### src/rtl/cpu_timing.sv
// CPU bus timing for the PET core: splits each 1 us slot into CPU cycles at 1/2/4/8 MHz
// and hands each cycle to either the 6502 or the DMA master.
module cpu_timing #(
    parameter int CLK_MHZ = 64
) (
    input  logic       clock_i,
    input  logic       reset_i,
    input  logic [1:0] speed_i,
    input  logic       dma_req_i,
    output logic       slot_start_o,
    output logic       cpu_start_o,
    output logic       cpu_be_o,
    output logic       cpu_phi2_o,
    output logic       cpu_done_o,
    output logic       dma_grant_o
);

    localparam int CW = $clog2(CLK_MHZ);

    if (CLK_MHZ < 16 || (CLK_MHZ & (CLK_MHZ - 1)) != 0) begin : g_bad_clk
        $error("cpu_timing: CLK_MHZ must be a power of two and at least 16");
    end

    // Mask of N-1 for the cycle length N = CLK_MHZ >> spd; position is cnt & mask.
    function automatic logic [CW-1:0] cycle_mask(input logic [1:0] spd);
        case (spd)
            2'd0:    return CW'(CLK_MHZ - 1);
            2'd1:    return CW'(CLK_MHZ / 2 - 1);
            2'd2:    return CW'(CLK_MHZ / 4 - 1);
            default: return CW'(CLK_MHZ / 8 - 1);
        endcase
    endfunction

    logic [CW-1:0] cnt;
    logic [1:0]    speed_r;
    logic          cpu_owns;
    logic          started;

    logic [CW-1:0] cnt_nxt;
    logic [1:0]    speed_nxt;
    logic [CW-1:0] mask_nxt;
    logic [CW-1:0] pos_nxt;
    logic          owns_nxt;
    logic          started_nxt;
    logic          cycle_start_nxt;

    always_comb begin
        cnt_nxt         = cnt + CW'(1);
        speed_nxt       = (cnt_nxt == '0) ? speed_i : speed_r;
        mask_nxt        = cycle_mask(speed_nxt);
        pos_nxt         = cnt_nxt & mask_nxt;
        cycle_start_nxt = (pos_nxt == '0);
        owns_nxt        = cycle_start_nxt ? !dma_req_i : cpu_owns;
        started_nxt     = started | cycle_start_nxt;
    end

    // Outputs are registered from the next-state values so they line up with cnt on the same edge.
    always_ff @(posedge clock_i or posedge reset_i) begin
        if (reset_i) begin
            cnt          <= CW'(CLK_MHZ - 1);
            speed_r      <= 2'd0;
            cpu_owns     <= 1'b0;
            started      <= 1'b0;
            slot_start_o <= 1'b0;
            cpu_start_o  <= 1'b0;
            cpu_be_o     <= 1'b0;
            cpu_phi2_o   <= 1'b0;
            cpu_done_o   <= 1'b0;
            dma_grant_o  <= 1'b0;
        end else begin
            cnt          <= cnt_nxt;
            speed_r      <= speed_nxt;
            cpu_owns     <= owns_nxt;
            started      <= started_nxt;
            slot_start_o <= (cnt_nxt == '0);
            cpu_start_o  <= cycle_start_nxt;
            cpu_be_o     <= owns_nxt;
            cpu_phi2_o   <= owns_nxt && (pos_nxt >= ((mask_nxt >> 1) + CW'(1)));
            cpu_done_o   <= owns_nxt && (pos_nxt == mask_nxt);
            dma_grant_o  <= started_nxt && !owns_nxt;
        end
    end

endmodule

### config.mk
export PLATFORM = sky130hd
export DESIGN_NAME = cpu_timing
export DESIGN_NICKNAME = d
export VERILOG_FILES = /design/src/rtl/cpu_timing.sv
export SDC_FILE = /design/constraint.sdc
export NUM_CORES = 1
export LEC_CHECK = 0
export ABC_AREA = 1
export CAP_MARGIN = 40
export CORE_MARGIN = 2
export CORE_UTILIZATION = 51
export CTS_BUF_LIST = sky130_fd_sc_hd__clkbuf_4 sky130_fd_sc_hd__clkbuf_8
export DETAILED_ROUTE_END_ITERATION = 12
export PLACE_DENSITY = 0.77
export SETUP_SLACK_MARGIN = 0.4
export SLEW_MARGIN = 10
export SYNTH_ARGS = -nofsm -noshare
export SYNTH_HDL_FRONTEND = slang
export SYNTH_SLANG_ARGS = --single-unit
export TNS_END_PERCENT = 30
### constraint.sdc
create_clock -name clock_i -period 2.3 [get_ports clock_i]
set_input_delay 0.575 -clock clock_i [delete_from_list [all_inputs] [get_ports clock_i]]
set_output_delay 0.575 -clock clock_i [all_outputs]
set_load 0.05 [all_outputs]
# ---- After elaboration in Yosys (flattened, before gate mapping)
# Cells that the tools add are included.
dict set report op_classes {
  bitwise 2
  magnitude_cmp 1
  muxes 3
  n_div 0
  n_reduce_logical 8
  multipliers 0
  add_sub_neg 2
  shift 0
  n_eq_ne 3
}
# cell count
set ops {}
lappend ops {{6-bit one-hot mux with 3 select lines} 1}
lappend ops {{6-bit logical NOT} 2}
lappend ops {{5-bit by 1-bit adder with 6-bit output, second input constant} 1}
lappend ops {{6-bit by 1-bit adder with 6-bit output, second input constant} 1}
lappend ops {{6-bit bitwise AND} 1}
lappend ops {{6-bit equality test} 1}
lappend ops {{6-bit greater-or-equal comparator} 1}
lappend ops {{1-bit logical AND} 3}
lappend ops {{2-bit by 1-bit equality test with 1-bit output, second input constant} 1}
lappend ops {{2-bit equality test, second input constant} 1}
lappend ops {{1-bit logical NOT} 2}
lappend ops {{2-bit logical NOT} 1}
lappend ops {{2-bit 2-to-1 mux} 1}
lappend ops {{1-bit 2-to-1 mux} 1}
lappend ops {{1-bit bitwise OR} 1}
dict set report totals {
  in_bits 5
  word_cells 28
  ram_bits 0
  mem_count 0
  regBits 15
  output_inout_bits 6
  latchBits 0
  romBits 0
}

# ---- Depth between registers and ports, before layout
dict set report depth {
  depth_word 10
  ltp_mapped 18
  mapped_depth_nobuf 18
}

# ---- Least setup slack after synthesis
# Ideal clock, no wire load.
dict set report synth_timing {
  path_type {register to register}
  from {register cnt[0]}
  to {register cpu_phi2_o}
  synth_period_minus_slack_ns 2.373
  setup_time_ns 0.119
  n_path_buf 0
  slack_ns -0.073
  path_stages_with_launch 17
  arrival_time_ns 2.254
  required_ns 2.181
  cell_sequence {dfstp_2 > ha_1 > nand2_1 > o21ai_2 > nand2_4 > nor2_8 > nand3_2 > nand2_4 > nand2_4 > nand2_4 > inv_1 > ha_1 > o21a_1 > o21ai_0 > nand2_1 > a21oi_1 > nor2_1}
}
dict set report synth_between {
  elab_chain_cells 9
  word_cells_on_any_way 13
  classes_between {2 x add/sub; 1 x order compare; 2 x eq/ne; 3 x mux; 1 x bitwise; 4 x reduce/logical}
}
# item line
set synth_rtl {}
lappend synth_rtl {{start, declared} 34} ;# logic [CW-1:0] cnt;
lappend synth_rtl {{start signal, assigned} 60} ;# cnt <= CW'(CLK_MHZ - 1);
lappend synth_rtl {{start signal, assigned} 71} ;# cnt <= cnt_nxt;
lappend synth_rtl {{6-bit by 1-bit adder with 6-bit output (*)} 48} ;# cnt_nxt = cnt + CW'(1);
lappend synth_rtl {{via cnt_nxt[4]} 39} ;# logic [CW-1:0] cnt_nxt;
lappend synth_rtl {{6-bit logical NOT (*)} 49} ;# speed_nxt = (cnt_nxt == '0) ? speed_i : speed_r;
lappend synth_rtl {{2-bit 2-to-1 mux (*)} 49}
lappend synth_rtl {{via speed_nxt[0]} 40} ;# logic [1:0] speed_nxt;
lappend synth_rtl {{2-bit equality test (tied with other cells)} 26} ;# case (spd)
lappend synth_rtl {{6-bit one-hot mux with 3 select lines (*)} 26}
lappend synth_rtl {{branches (longest 3 deep; another with 5-bit by 1-bit adder with 6-bit output)} --}
lappend synth_rtl {{1-bit logical AND (*)} 78} ;# cpu_phi2_o <= owns_nxt && (pos_nxt >= ((mask_nxt >> 1) + CW'(1)));
lappend synth_rtl {{end signal, assigned} 78}
lappend synth_rtl {{end, declared} 13} ;# output logic cpu_phi2_o,
# Mark *: on every way through the listed nets, which the timed path passes.

# ---- Worst setup path in the final report
# Ends and elaborated chain as after synthesis.

==> results.py <==
metrics = {
    "clocking": {
        "clkSinkCount": 15,
        "tritoncts": "done",
        "cts.hold.buffers_added": 0,
        "cts_made_buffers": 3,
        "clock_latency_ps": 290,
        "cts_max_path_buffers": 2,
        "clkTransAtPathRegs_ps": 90,
        "cts_max_level": 1,
        "cts-root-buf": "clkbuf_4",
    },
    "finish": {
        "drive_above_1_share": 0.459,
        "syn_to_final_growth_pct": 38.5,
        "diodes": 0,
        "nets": 145,
        "final_area_um2": 1300,
    },
    "timing": {
        "period_needed_ps": 2350,
        "maxClockFrequency_mhz": 425,
        "grt_setup_unrepaired": "yes",
        "hold_violations": 0,
        "setup_viol_count_final": 1,
        "slew_violations": 0,
        "finClkSkew_ps": 1.39,
        "fin_ws_ps": -51.4,
        "hold_slack_ps": 486,
        "final.setup.tns_ps": -51.4,
        "worst_pin_slew_ps": 562,
        "layout_worst_path_cycle_share": 1.02,
        "maxSlewHeadroom": 0.625,
    },
    "status": {
        "status": "finished with violations",
        "violations": "negative setup slack",
    },
    "place": {
        "placed_cell_area_um2": 1180,
        "io_buffers": 10,
        "hpwl_um": 1360,
        "gp_congestion": 0.834,
        "dp_slack_ps": -111,
    },
    "synthesis": {
        "yosys.cell_count.top_type": "inv_1",
        "async_flop_share": 1.00,
        "synth_xor_area_frac": 0,
        "ys.flop_type": "dfrtp_1",
        "synth_compound_area_frac": 0.0334,
        "yosys.area_share.adder": 0.0802,
        "synthesis.area_um2": 936,
        "ys_ff_latch": 15,
        "synthSimpleGateAreaFrac": 0.381,
        "synth_nets": 113,
        "synthCells": 102,
        "syn_area_per_cell_um2": 9.18,
        "synth_commonest_cells": "21 x inv_1, 17 x nand2_1, 9 x dfrtp_1",
        "yosys.area.top_type": "dfrtp_1",
        "synth_top_area_share": 0.241,
        "synthMuxAreaShare": 0,
        "synth_top_family_by_area": "simple AND/OR/NAND/NOR gates",
        "ys_seq_area_frac": 0.409,
        "synth_edf_count": 0,
        "synth_cell_type_count": 22,
        "yosysWarningCount": 0,
        "synth_area_leaders": "dfrtp_1 24%, dfstp_2 17%, inv_1 8.4%, ha_1 8.0%, nand2_4 7.2%",
    },
    "route": {
        "totalWireLength_um": 1820,
        "ant_nets": 0,
        "avgViaCountPerCell": 4.63,
        "drtPass1Iterations": 4,
        "wl_per_cell_um": 11.5,
        "drt_iter0_drc": 20,
        "drc": 0,
        "vias": 731,
    },
    "grt": {
        "track_usage": 0.211,
        "grtUsageMet1": 0.267,
        "antenna_found_initial": 0,
        "top_usage_layer": "met2",
        "grt_max_degree": 16,
        "met3_usage": 0.0346,
        "grt_pass1_vias": 724,
        "met2_usage": 0.337,
        "grt_first_pass_wirelength_um": 3130,
        "gr-total-overflow": 0,
    },
    "floorplanning": {
        "die_h_um": 46.8,
        "die_area_um2": 2190,
        "io_pins": 11,
        "core_um2": 1730,
        "die_w_um": 46.8,
        "core.rowCount": 15,
        "start_util": 0.542,
    },
    "worst_setup_path": {
        "worstSetupPathType": "reg -> reg",
        "timing.rr.end": "cpu_phi2_o",
        "worstPathArrival_ps": 2540,
        "r2r_cells": 17,
        "worstPathMaxFanout": 5,
        "crit_path_end_kind": "flop",
        "r2r_start": "cnt[0]",
        "required_ps": 2490,
        "r2r_slack_ps": -50,
        "critPathLaunchType": "flop",
    },
    "power": {
        "leakage_nw": 0.733,
        "cellPowerDensity_nw_per_um2": 345,
        "finalPower_uw": 448,
        "ir_drop_mv": 0.244,
    },
    "worst_hold_path": {
        "worstHoldPathType": "reg -> reg",
        "worstHoldEndpoint": "started",
        "min_from": "started",
        "whs_path_depth": 2,
    },
    "flow_run": {
        "cap_viol_max_count": 0,
    },
}
## cells in the final DEF (no fill, tap or decap)
cell type	instances
inv_1	19
buf_4	15
nand2_1	12
nand2_4	9
dfrtp_1	9
nor2_1	7
dfstp_2	6
dlygate4sd2_1	6
nand2_2	5
nand4_1	4
nand3_2	4
inv_2	4
ha_1	4
clkdlybuf4s50_1	4
nand3_4	3
nand3_1	3
clkbuf_4	3
ha_4	2
buf_6	2
inv_4	1
o21ai_4	1
nor3_2	1
nor2_4	1
nor2_8	1
nand3b_1	1
o21a_1	1
o21ai_1	1
a21oi_2	1
o21ai_0	1
nor2_2	1
clkinv_2	1
## cell type report
class                      instances  area [um^2]
clock buffer                       3         22.5
clock inverter                     1         5.00
fill                             128          430
inverter                          24         92.6
multi-input combinational         63          534
sequential                        15          383
tap                               25         31.3
timing repair buffer              27          228
## power by group
group	leakage (nW)	internal [mW]	switching, mW	total [mW]
registers	0.168	0.266	0.000840	0.267
logic	0.547	0.00999	0.0168	0.0268
clock network	0.0177	0.0647	0.0893	0.154
total	0.733	0.341	0.107	0.448
## per-stage QoR
step                std cells  utilization
finish                    158        0.751
global placement          146        0.686
detailed placement        146        0.686
CTS                       157        0.745
global route              158        0.751
floorplan                 102            -
## worst max path at each step
stage | from | end | slack (ps) | depth (start not counted)
detailed placement | cnt[1] | cpu_phi2_o | -110 | 17
global placement | cnt[1] | cpu_phi2_o | -30 | 15
floorplan | cnt[1] | cpu_phi2_o | 20 | 17
finish | cnt[0] | cpu_phi2_o | -50 | 17
CTS | cnt[1] | cpu_phi2_o | -70 | 14
global route | cnt[1] | cpu_phi2_o | -190 | 17
## sequential cells by signal (all words and copies together), names as in the netlist
register      flops
cpu_start_o       1
slot_start_o      1
cnt               6
started           1
cpu_phi2_o        1
speed_r           2
cpu_done_o        1
dma_grant_o       1
cpu_owns          1
## critical path: stages (launching register included)
cell,delay (ps)
dfstp_2,590
ha_4,160
nand2_4,60
o21ai_4,140
nand2_4,80
nor2_8,140
nand2_4,100
nand2_4,80
nand2_4,70
nand2_4,80
nand2_4,50
inv_2,60
ha_4,190
o21a_1,90
o21ai_1,120
nand2_1,70
a21oi_2,120
nor2_1,50
## per-layer routing
metal / part of all wire / vias up
li1: - / 375
met1: 0.45 / 343
met2: 0.51 / 8
met3: 0.016 / 5
met4: 0.021 / 0
met5: 0 / -
## what timing repair did
item | 4_1_cts | 5_1_grt
setup endpoints to repair | 12 | 6
buffers inserted | 7 | 1
endpoints found under the hold margin | 0 | 0
resized for setup | 15 | 1
pin swaps | 11 | 7
## logic make-up (layout without fill, tap and decap cells)
kind of cell	after synthesis	count (layout)
compound gates	5	5
fa+ha+maj	6	6
buf+inv	24	55
flops	15	15
simple gates	52	52
Power figures use the tool's default switching activity.
